File: config.mk
export PLATFORM = sky130hd
export DESIGN_NAME = wbu
export DESIGN_NICKNAME = d
export VERILOG_FILES = /design/src/rtl/wbu_pkg.sv /design/src/rtl/wbu_load_extend.sv /design/src/rtl/wbu.sv
export SDC_FILE = /design/constraint.sdc
export NUM_CORES = 1
export LEC_CHECK = 0
export ABC_CLOCK_PERIOD_IN_PS = 4100
export BUFFER_PORTS_ARGS = -buffer_cell sky130_fd_sc_hd__clkbuf_2
export CORE_ASPECT_RATIO = 1.25
export CORE_MARGIN = 3
export CORE_UTILIZATION = 40
export CTS_BUF_LIST = sky130_fd_sc_hd__clkbuf_2
export DETAILED_ROUTE_END_ITERATION = 10
export GPL_TIMING_DRIVEN = 0
export MAX_ROUTING_LAYER = met4
export PLACE_DENSITY = 0.68
export SLEW_MARGIN = 25
export SYNTH_ARGS = -nofsm -noshare
export SYNTH_HDL_FRONTEND = slang
export SYNTH_HIERARCHICAL = 1
export SYNTH_SLANG_ARGS = --single-unit
export TNS_END_PERCENT = 30
File: constraint.sdc
create_clock -name clk -period 4.1 [get_ports clk]
set_input_delay 0 -clock clk [delete_from_list [all_inputs] [get_ports clk]]
set_output_delay 0 -clock clk [all_outputs]
set_load 0.02 [all_outputs]
File: src/rtl/wbu_pkg.sv
// Shared definitions for the writeback unit: load funct3 encodings,
// buffer state encoding and the default datapath width.
package wbu_pkg;

    localparam int unsigned XLEN_DEF = 64;

    localparam logic [2:0] OP_LB  = 3'b000;
    localparam logic [2:0] OP_LH  = 3'b001;
    localparam logic [2:0] OP_LW  = 3'b010;
    localparam logic [2:0] OP_LD  = 3'b011;
    localparam logic [2:0] OP_LBU = 3'b100;
    localparam logic [2:0] OP_LHU = 3'b101;
    localparam logic [2:0] OP_LWU = 3'b110;

    typedef enum logic [1:0] {
        IDLE     = 2'd0,
        WAIT_MEM = 2'd1,
        HOLD     = 2'd2
    } state_t;

endpackage

File: src/rtl/wbu_load_extend.sv
// Selects the addressed lane of an 8-byte read word and sign/zero-extends it
// according to the load funct3; low address bits below the access size are ignored.
module load_extend
    import wbu_pkg::*;
#(
    parameter int unsigned XLEN = XLEN_DEF
) (
    input  logic [XLEN-1:0] rdata,
    input  logic [2:0]      load_op,
    input  logic [2:0]      addr_lo,
    output logic [XLEN-1:0] data
);

    logic [7:0]  byte_lane;
    logic [15:0] half_lane;
    logic [31:0] word_lane;

    always_comb begin
        byte_lane = rdata[{addr_lo, 3'b000} +: 8];
        half_lane = rdata[{addr_lo[2:1], 4'b0000} +: 16];
        word_lane = rdata[{addr_lo[2], 5'b00000} +: 32];
    end

    always_comb begin
        data = rdata;
        case (load_op)
            OP_LB:   data = {{(XLEN-8){byte_lane[7]}}, byte_lane};
            OP_LH:   data = {{(XLEN-16){half_lane[15]}}, half_lane};
            OP_LW:   data = {{(XLEN-32){word_lane[31]}}, word_lane};
            OP_LBU:  data = {{(XLEN-8){1'b0}}, byte_lane};
            OP_LHU:  data = {{(XLEN-16){1'b0}}, half_lane};
            OP_LWU:  data = {{(XLEN-32){1'b0}}, word_lane};
            OP_LD:   data = rdata;
            default: data = rdata;
        endcase
    end

endmodule

File: src/rtl/wbu.sv
// Writeback unit: single-entry buffer between the LSU/EXU stage and the GPR
// write port; waits for load data, commits at most one instruction per cycle.
module wbu
    import wbu_pkg::*;
#(
    parameter int unsigned XLEN  = XLEN_DEF,
    parameter int unsigned CNT_W = 64
) (
    input  logic             clk,
    input  logic             rst,
    input  logic             in_valid,
    output logic             in_ready,
    input  logic [XLEN-1:0]  in_pc,
    input  logic [4:0]       in_rd,
    input  logic             in_rd_w_en,
    input  logic             in_is_load,
    input  logic [2:0]       in_load_op,
    input  logic [2:0]       in_addr_lo,
    input  logic [XLEN-1:0]  in_alu_res,
    input  logic             mem_rvalid,
    input  logic [XLEN-1:0]  mem_rdata,
    input  logic             wb_stall,
    output logic [4:0]       rd,
    output logic             rd_w_en,
    output logic             rd_idx_0,
    output logic [XLEN-1:0]  x_rd,
    output logic             commit_valid,
    output logic [XLEN-1:0]  commit_pc,
    output logic [CNT_W-1:0] instret
);

    state_t state_q, state_d;

    logic [XLEN-1:0]  ent_pc;
    logic [4:0]       ent_rd;
    logic             ent_rd_w_en;
    logic [2:0]       ent_load_op;
    logic [2:0]       ent_addr_lo;
    logic [XLEN-1:0]  ent_result;
    logic [CNT_W-1:0] instret_q;
    logic [XLEN-1:0]  load_data;

    logic fire;
    logic commit_fire;
    logic load_done;

    load_extend #(.XLEN(XLEN)) u_load_extend (
        .rdata   (mem_rdata),
        .load_op (ent_load_op),
        .addr_lo (ent_addr_lo),
        .data    (load_data)
    );

    // A stalled HOLD entry blocks intake; an unstalled one frees the slot in the same cycle.
    always_comb begin
        commit_fire = (state_q == HOLD) & ~wb_stall;
        in_ready    = (state_q == IDLE) | commit_fire;
        fire        = in_valid & in_ready;
        load_done   = (state_q == WAIT_MEM) & mem_rvalid;
    end

    always_comb begin
        state_d = state_q;
        case (state_q)
            IDLE: begin
                if (fire) state_d = in_is_load ? WAIT_MEM : HOLD;
            end
            WAIT_MEM: begin
                if (mem_rvalid) state_d = HOLD;
            end
            HOLD: begin
                if (commit_fire) begin
                    if (fire) state_d = in_is_load ? WAIT_MEM : HOLD;
                    else      state_d = IDLE;
                end
            end
            default: state_d = IDLE;
        endcase
    end

    always_ff @(posedge clk) begin
        if (!rst) begin
            state_q     <= IDLE;
            ent_pc      <= '0;
            ent_rd      <= '0;
            ent_rd_w_en <= 1'b0;
            ent_load_op <= '0;
            ent_addr_lo <= '0;
            ent_result  <= '0;
            instret_q   <= '0;
        end else begin
            state_q <= state_d;
            if (fire) begin
                ent_pc      <= in_pc;
                ent_rd      <= in_rd;
                ent_rd_w_en <= in_rd_w_en;
                ent_load_op <= in_load_op;
                ent_addr_lo <= in_addr_lo;
                ent_result  <= in_alu_res;
            end else if (load_done) begin
                ent_result  <= load_data;
            end
            if (commit_fire) instret_q <= instret_q + CNT_W'(1);
        end
    end

    always_comb begin
        commit_valid = commit_fire;
        commit_pc    = ent_pc;
        rd           = ent_rd;
        rd_idx_0     = (ent_rd == 5'd0);
        x_rd         = ent_result;
        rd_w_en      = commit_fire & ent_rd_w_en & (ent_rd != 5'd0);
        instret      = instret_q;
    end

endmodule

==> results of run 1 <==
-- registers in the layout, indices dropped and copies added, names as in the netlist --
name	cells
commit_pc	64
ent_addr_lo	3
ent_load_op	3
ent_rd_w_en	1
instret	64
rd	5
state_q	2
x_rd	64
-- worst min-delay path: stages --
cell           delay, ps
dlygate4sd3_1        540
clkbuf_2             190
nand2b_1             100
mux2i_1               60
-- power groups by stage --
stage / logic (mW) / clock network [mW] / registers, mW
3_3_place_gp: 0.972 / 0 / 2.20
2_1_floorplan: 0.448 / 0 / 2.31
6_report: 1.35 / 1.37 / 2.17
4_1_cts: 1.28 / 1.39 / 2.16
5_1_grt: 1.42 / 1.51 / 2.18
3_5_place_dp: 0.977 / 0 / 2.20
-- kinds of logic after synthesis --
family,synth area share
flops,0.415
buf+inv,0.0460
xor+xnor,0.0256
fa+ha+maj,0.00126
simple gates,0.238
mux,0.0552
compound gates,0.218
-- worst max-delay path by stage --
stage / start / endpoint / slack, ps / cells after the start
2_1_floorplan: instret[0] / instret[34] / 1750 / 6
3_3_place_gp: instret[7] / instret[57] / 1190 / 7
3_5_place_dp: instret[7] / instret[51] / 1150 / 7
4_1_cts: ent_addr_lo[2] / x_rd[2] / 680 / 10
5_1_grt: ent_addr_lo[2] / x_rd[2] / 540 / 10
6_report: ent_addr_lo[2] / x_rd[2] / 680 / 10
-- layout make-up --
type	instances	area, um2
diodes	6	15.0
inverters	10	37.5
plain buffers	95	419
well taps	325	407
repair buffers	779	5750
flip-flops and latches	206	4120
multi-input cells	940	5350
clock buffers	76	380
fillers	1820	7500
clock inverters	14	58.8
-- stage by stage --
stage	utilization	std cells	total power, mW	hold slack [ps]
after detailed placement	0.515	1986	3.18	228
after floorplan	-	1251	2.76	133
after global placement	0.515	1986	3.17	224
final	0.688	2451	4.90	113
after global routing	0.688	2449	5.10	19.9
after CTS	0.687	2445	4.83	16.7
-- routing by layer --
metal  vias up  wire length [um]  track usage
met1      6396             16600        0.355
met3       266              4470       0.0812
met2       893             24100        0.604
li1       6183                 -            -
met4         0              3970        0.247
met5         -                 0            -
-- repair_timing --
action | 4_1_cts | 5_1_grt
hold buffers | 369 | 0
endpoints found under the hold margin | 194 | 0
setup endpoints to repair | 0 | 0
-- placed cells by master, fill, tap and decap left out, drive strengths merged, types with 9 or more instances in the layout --
cell type	instances
mux2i	21
nor4	11
buf	26
a21oi	204
clkbuf	555
nand2b	9
o21ai	33
a22oi	73
nand2	280
inv	13
nor2	62
xor2	18
dfxtp	206
a221oi	14
or3	25
mux4	12
nand4	27
nand3	65
clkinv	11
dlygate4sd3	369
xnor2	11
==> flow_summary.ini, run 1 <==
[status]
outcome = completed

[min_path]
hp-class = input port to register
min_path_cells = 4
hp-start = rst
holdPathEnd = instret[56]

[die]
die_w_um = 147
rows = 63
num_io_pins = 411
die_h_um = 182
core_mm2 = 0.0240
fp.dieArea_mm2 = 0.0268
start_util = 0.413

[sta]
relSlewSlack = 0.385
tightest_slew_ps = 914
layout_min_cycle_time_ps = 3420
fin_ws_ps = 683
fmax_mhz = 293
setup-violations-final = 0
rsz0062_at_grt = no
skew_ps = 60.6
report.final.hold_viol_count = 0
tns_ps = 0
post-route-period-util = 0.834
slew_viol_final = 0

[cells_and_area]
finalNetCount = 2294
stdcell_area_mm2 = 0.0165
drive_above_1_share = 0.259
area_growth_pct = 66.6

[global_route]
grt_overflow = 0
grt_pass1_vias = 13900
grt_start_max_net_pins = 15
grt_pass1_wl_mm = 73.5
antenna_found_initial = 4
grt_usage = 0.353

[worst_setup_path]
cpPeakStageDelay_ps = 590
critical_path.top_delay_family = buffers and inverters
criticalPathCategory = register to register
path_buf_inv = 5
crit_arrival_ps = 4120
critPathCaptureType = register
crit_slowest_cell = dlygate4sd3_1
critPathRequiredTime_ps = 4810
regToRegStartpoint = ent_addr_lo[2]
regToRegEndpoint = x_rd[2]
ff2ff_path_depth = 10
crit_fanout = 10
worstPathCellList = buf_6, buf_4, buf_4, mux4_2, a22oi_1, o21ai_0, a22oi_1, dlygate4sd3_1, a21oi_1, dlygate4sd3_1
start_kind = register
r2r_slack_ps = 680

[clock_network]
htreeDepth = 2
numCtsBuffers = 51
cts_tree = yes
post_cts_buffers = 0
cts_resized = 0
clk_latency_ps = 840
root_buffer = clkbuf_2
cts.sinks = 206
max-clock-path-buffers = 3
path_clk_slew_ps = 110

[routing]
drtIter0Drc = 1244
vias = 13700
post-route-drc-count = 0
wire_per_inst_um = 20.0
routed_wl_mm = 49.1
ant_nets = 0
first_pass_iters = 7
via_per_inst = 5.61

[power]
ir_drop_v = 0.000264
clkPwrFrac = 0.281
p_int_mw = 3.20
total_leakage_power_nw = 7.06
combPwrFrac = 0.277
p_per_area_mw_per_mm2 = 296
p_switching_mw = 1.69
p_seq_frac = 0.443
switching_share = 0.346

[synth]
ys_seq_elements = 206
synth.area.top_cells = dfxtp_1 42%, nand2_1 11%, a21oi_1 10%
synth_edf_count = 0
netlist_instances = 1251
syn_nets = 1462
ys_warn_count = 6
synth.cell_area_mm2 = 0.00993
ys_types = 58
synth_common_cells = 279 x nand2_1, 206 x dfxtp_1, 204 x a21oi_1, 73 x a22oi_1, 68 x clkbuf_1
synth_top_cell_area_share = 0.415
yosys_most_used_dff = dfxtp_1
ys_seq_area_frac = 0.415
yosysMostFrequentCell = nand2_1
synthArstFlopShare = 0
post_synth.cell_area_avg_um2 = 7.94
synth_top_cell_by_area = dfxtp_1

[place]
place_hpwl_mm = 31.8
finalWeightedCongestion = 0.989
placed_area_mm2 = 0.0124
portBuffers = 410
preCtsSetupSlack_ps = 1150

[job]
maxCapViolCount = 0
Note: power is estimated with default switching activity, not from simulation.
==> run 2: changes to the inputs <==
- ABC_AREA: unset -> 1
- ABC_CLOCK_PERIOD_IN_PS: 4100 -> 3350
- PLACE_DENSITY: 0.68 -> 0.66
- clock period: 4.1 -> 3.35 ns (I/O delays scaled with it)
==> run 2 against run 1 <==
  * Area after synthesis increased by 17%
  * Sequential power grew 24%
  * First-iteration DRC count is 1.7% higher
  * Register-to-register slack got worse by 300 ps
  * Critical path depth shrank 2
  * Sequential share of layout area fell by 2.9 points
  * Maximum frequency rose by 15%
  * Count of clock-buffer cells in the layout is 2 higher
  * Wire length up 23%
  * Die area up 17%
  * Flip-flop and latch count did not move
  * Cell count grew 25%
==> flow_summary.ini, run 2 <==
[status]
outcome = completed

[synth]
synth.cell_area_mm2 = 0.0117
yosys_most_used_dff = dfxtp_1
syn_nets = 1975
post_synth.cell_area_avg_um2 = 6.61
netlist_instances = 1764
ys_warn_count = 6
ys_seq_area_frac = 0.354
synth_top_cell_area_share = 0.354
synth.area.top_cells = dfxtp_1 35%, nand2_1 14%, nor2_1 11%
yosysMostFrequentCell = nand2_1
ys_types = 42
synth_edf_count = 0
synth_top_cell_by_area = dfxtp_1
synth_common_cells = 444 x nand2_1, 335 x nor2_1, 206 x dfxtp_1, 117 x o21ai_0
ys_seq_elements = 206
synthArstFlopShare = 0

[die]
die_h_um = 197
num_io_pins = 411
core_mm2 = 0.0286
fp.dieArea_mm2 = 0.0313
rows = 69
die_w_um = 159
start_util = 0.408

[cells_and_area]
layout_commonest_cell = clkbuf_2
fill_cells = 2419
layout_common_cells = 488 x clkbuf_2, 444 x nand2_1, 402 x dlygate4sd3_1
area_growth_pct = 60.3
seq_area_mm2 = 0.00412
drive_above_1_share = 0.244
multiInputGateArea_mm2 = 0.00650
finalNetCount = 2842

[power]
total_leakage_power_nw = 8.39
ir_drop_v = 0.000282
p_per_area_mw_per_mm2 = 349
fin_total_pwr_mw = 6.53

[sta]
report.final.hold_viol_count = 0
setup-violations-final = 0
layout_min_cycle_time_ps = 2960
slew_viol_final = 0
relSlewSlack = 0.494
fmax_mhz = 337
rsz0062_at_grt = no
fin_ws_ps = 387
whs_ps = 129
tightest_slew_ps = 759
post-route-period-util = 0.885
tns_ps = 0
skew_ps = 68.4

[worst_setup_path]
criticalPathCategory = register to register
crit_fanout = 10
path_buf_inv = 4
crit_path_frequent_cell = dlygate4sd3_1
worstPathCellList = a21oi_2, nand2_2, inv_2, buf_2, nand2_1, dlygate4sd3_1, a31oi_1, dlygate4sd3_1
crit_slowest_cell = dlygate4sd3_1
crit_arrival_ps = 3770
critPathCaptureType = register
cpPeakStageDelay_ps = 580
regToRegStartpoint = state_q[1]
critical_path.top_delay_family = buffers and inverters
critPathRequiredTime_ps = 4150
start_kind = register
startpoint = state_q[1]

[clock_network]
cts_tree = yes
ctsHoldBuffers = 402
numCtsBuffers = 53
max-clock-path-buffers = 3
clk_latency_ps = 920
cts_resized = 0
htreeDepth = 2
cts.sinks = 206
post_cts_buffers = 0
path_clk_slew_ps = 100
root_buffer = clkbuf_2

[global_route]
grt_overflow = 0
antenna_found_initial = 4
grt_pass1_wl_mm = 91.5
grt_usage = 0.382
grt_pass1_vias = 16700
grt_start_max_net_pins = 15

[place]
finalWeightedCongestion = 1.04
place_hpwl_mm = 42.0
preCtsSetupSlack_ps = 1320
portBuffers = 410

[job]
maxCapViolCount = 0

[routing]
routed_wl_mm = 60.6
vias = 16300
post-route-drc-count = 0
drtIter0Drc = 1265
first_pass_iters = 7
ant_nets = 0
wire_per_inst_um = 19.8
via_per_inst = 5.34

[min_path]
hp-class = input port to register
hp-start = wb_stall
## run 2: worst min-delay path, cell delays in order
cell and delay [ps]:
dlygate4sd3_1 520, clkbuf_2 210, nor2_8 110, nand2_1 60, a21oi_1 50
## run 2: worst paths after layout
check,cells after the start,slack [ps],end
max,8,390,x_rd[3]
min,5,130,instret[1]
max reg2reg,8,390,x_rd[3]
min reg2reg,2,490,ent_rd_w_en
## run 2: per-layer routing
| layer | GRT usage | share of wire | vias to the layer above |
|---|---|---|---|
| li1 | - | - | 7622 |
| met1 | 0.386 | 0.36 | 7481 |
| met2 | 0.660 | 0.48 | 928 |
| met3 | 0.0715 | 0.074 | 305 |
| met4 | 0.286 | 0.088 | 0 |
| met5 | - | 0 | - |
## run 2: per-stage QoR
step	utilization	instances	instance area (um2)
finish	0.654	3058	18700
global route	0.654	3058	18700
CTS	0.654	3054	18700
detailed placement	0.497	2564	14200
global placement	0.497	2564	14200
floorplan	-	1764	11700
## run 2: kinds of logic after synthesis
kind of cell | share of synthesized area
AND/OR/NAND/NOR | 0.435
adder cells (fa/ha/maj) | 0.00107
buffers and inverters | 0.0892
flip-flops | 0.354
XOR/XNOR | 0.00676
AO/OA/AOI/OAI | 0.115
## run 2: power by group
group | total (mW) | switching (mW) | internal [mW] | leakage (nW)
clock network | 1.81 | 1.12 | 0.691 | 0.360
registers | 2.69 | 0.100 | 2.59 | 1.69
logic | 2.03 | 1.17 | 0.852 | 6.34
total | 6.53 | 2.39 | 4.14 | 8.39
## run 2: area by class of cell
class / instances / area share
tap: 390 / 0.0261
sequential: 206 / 0.221
clock buffer: 78 / 0.0209
timing repair buffer: 812 / 0.325
inverter: 124 / 0.0249
antenna: 4 / 0.000535
clock inverter: 10 / 0.00388
multi-input combinational: 1324 / 0.348
buffer: 110 / 0.0308
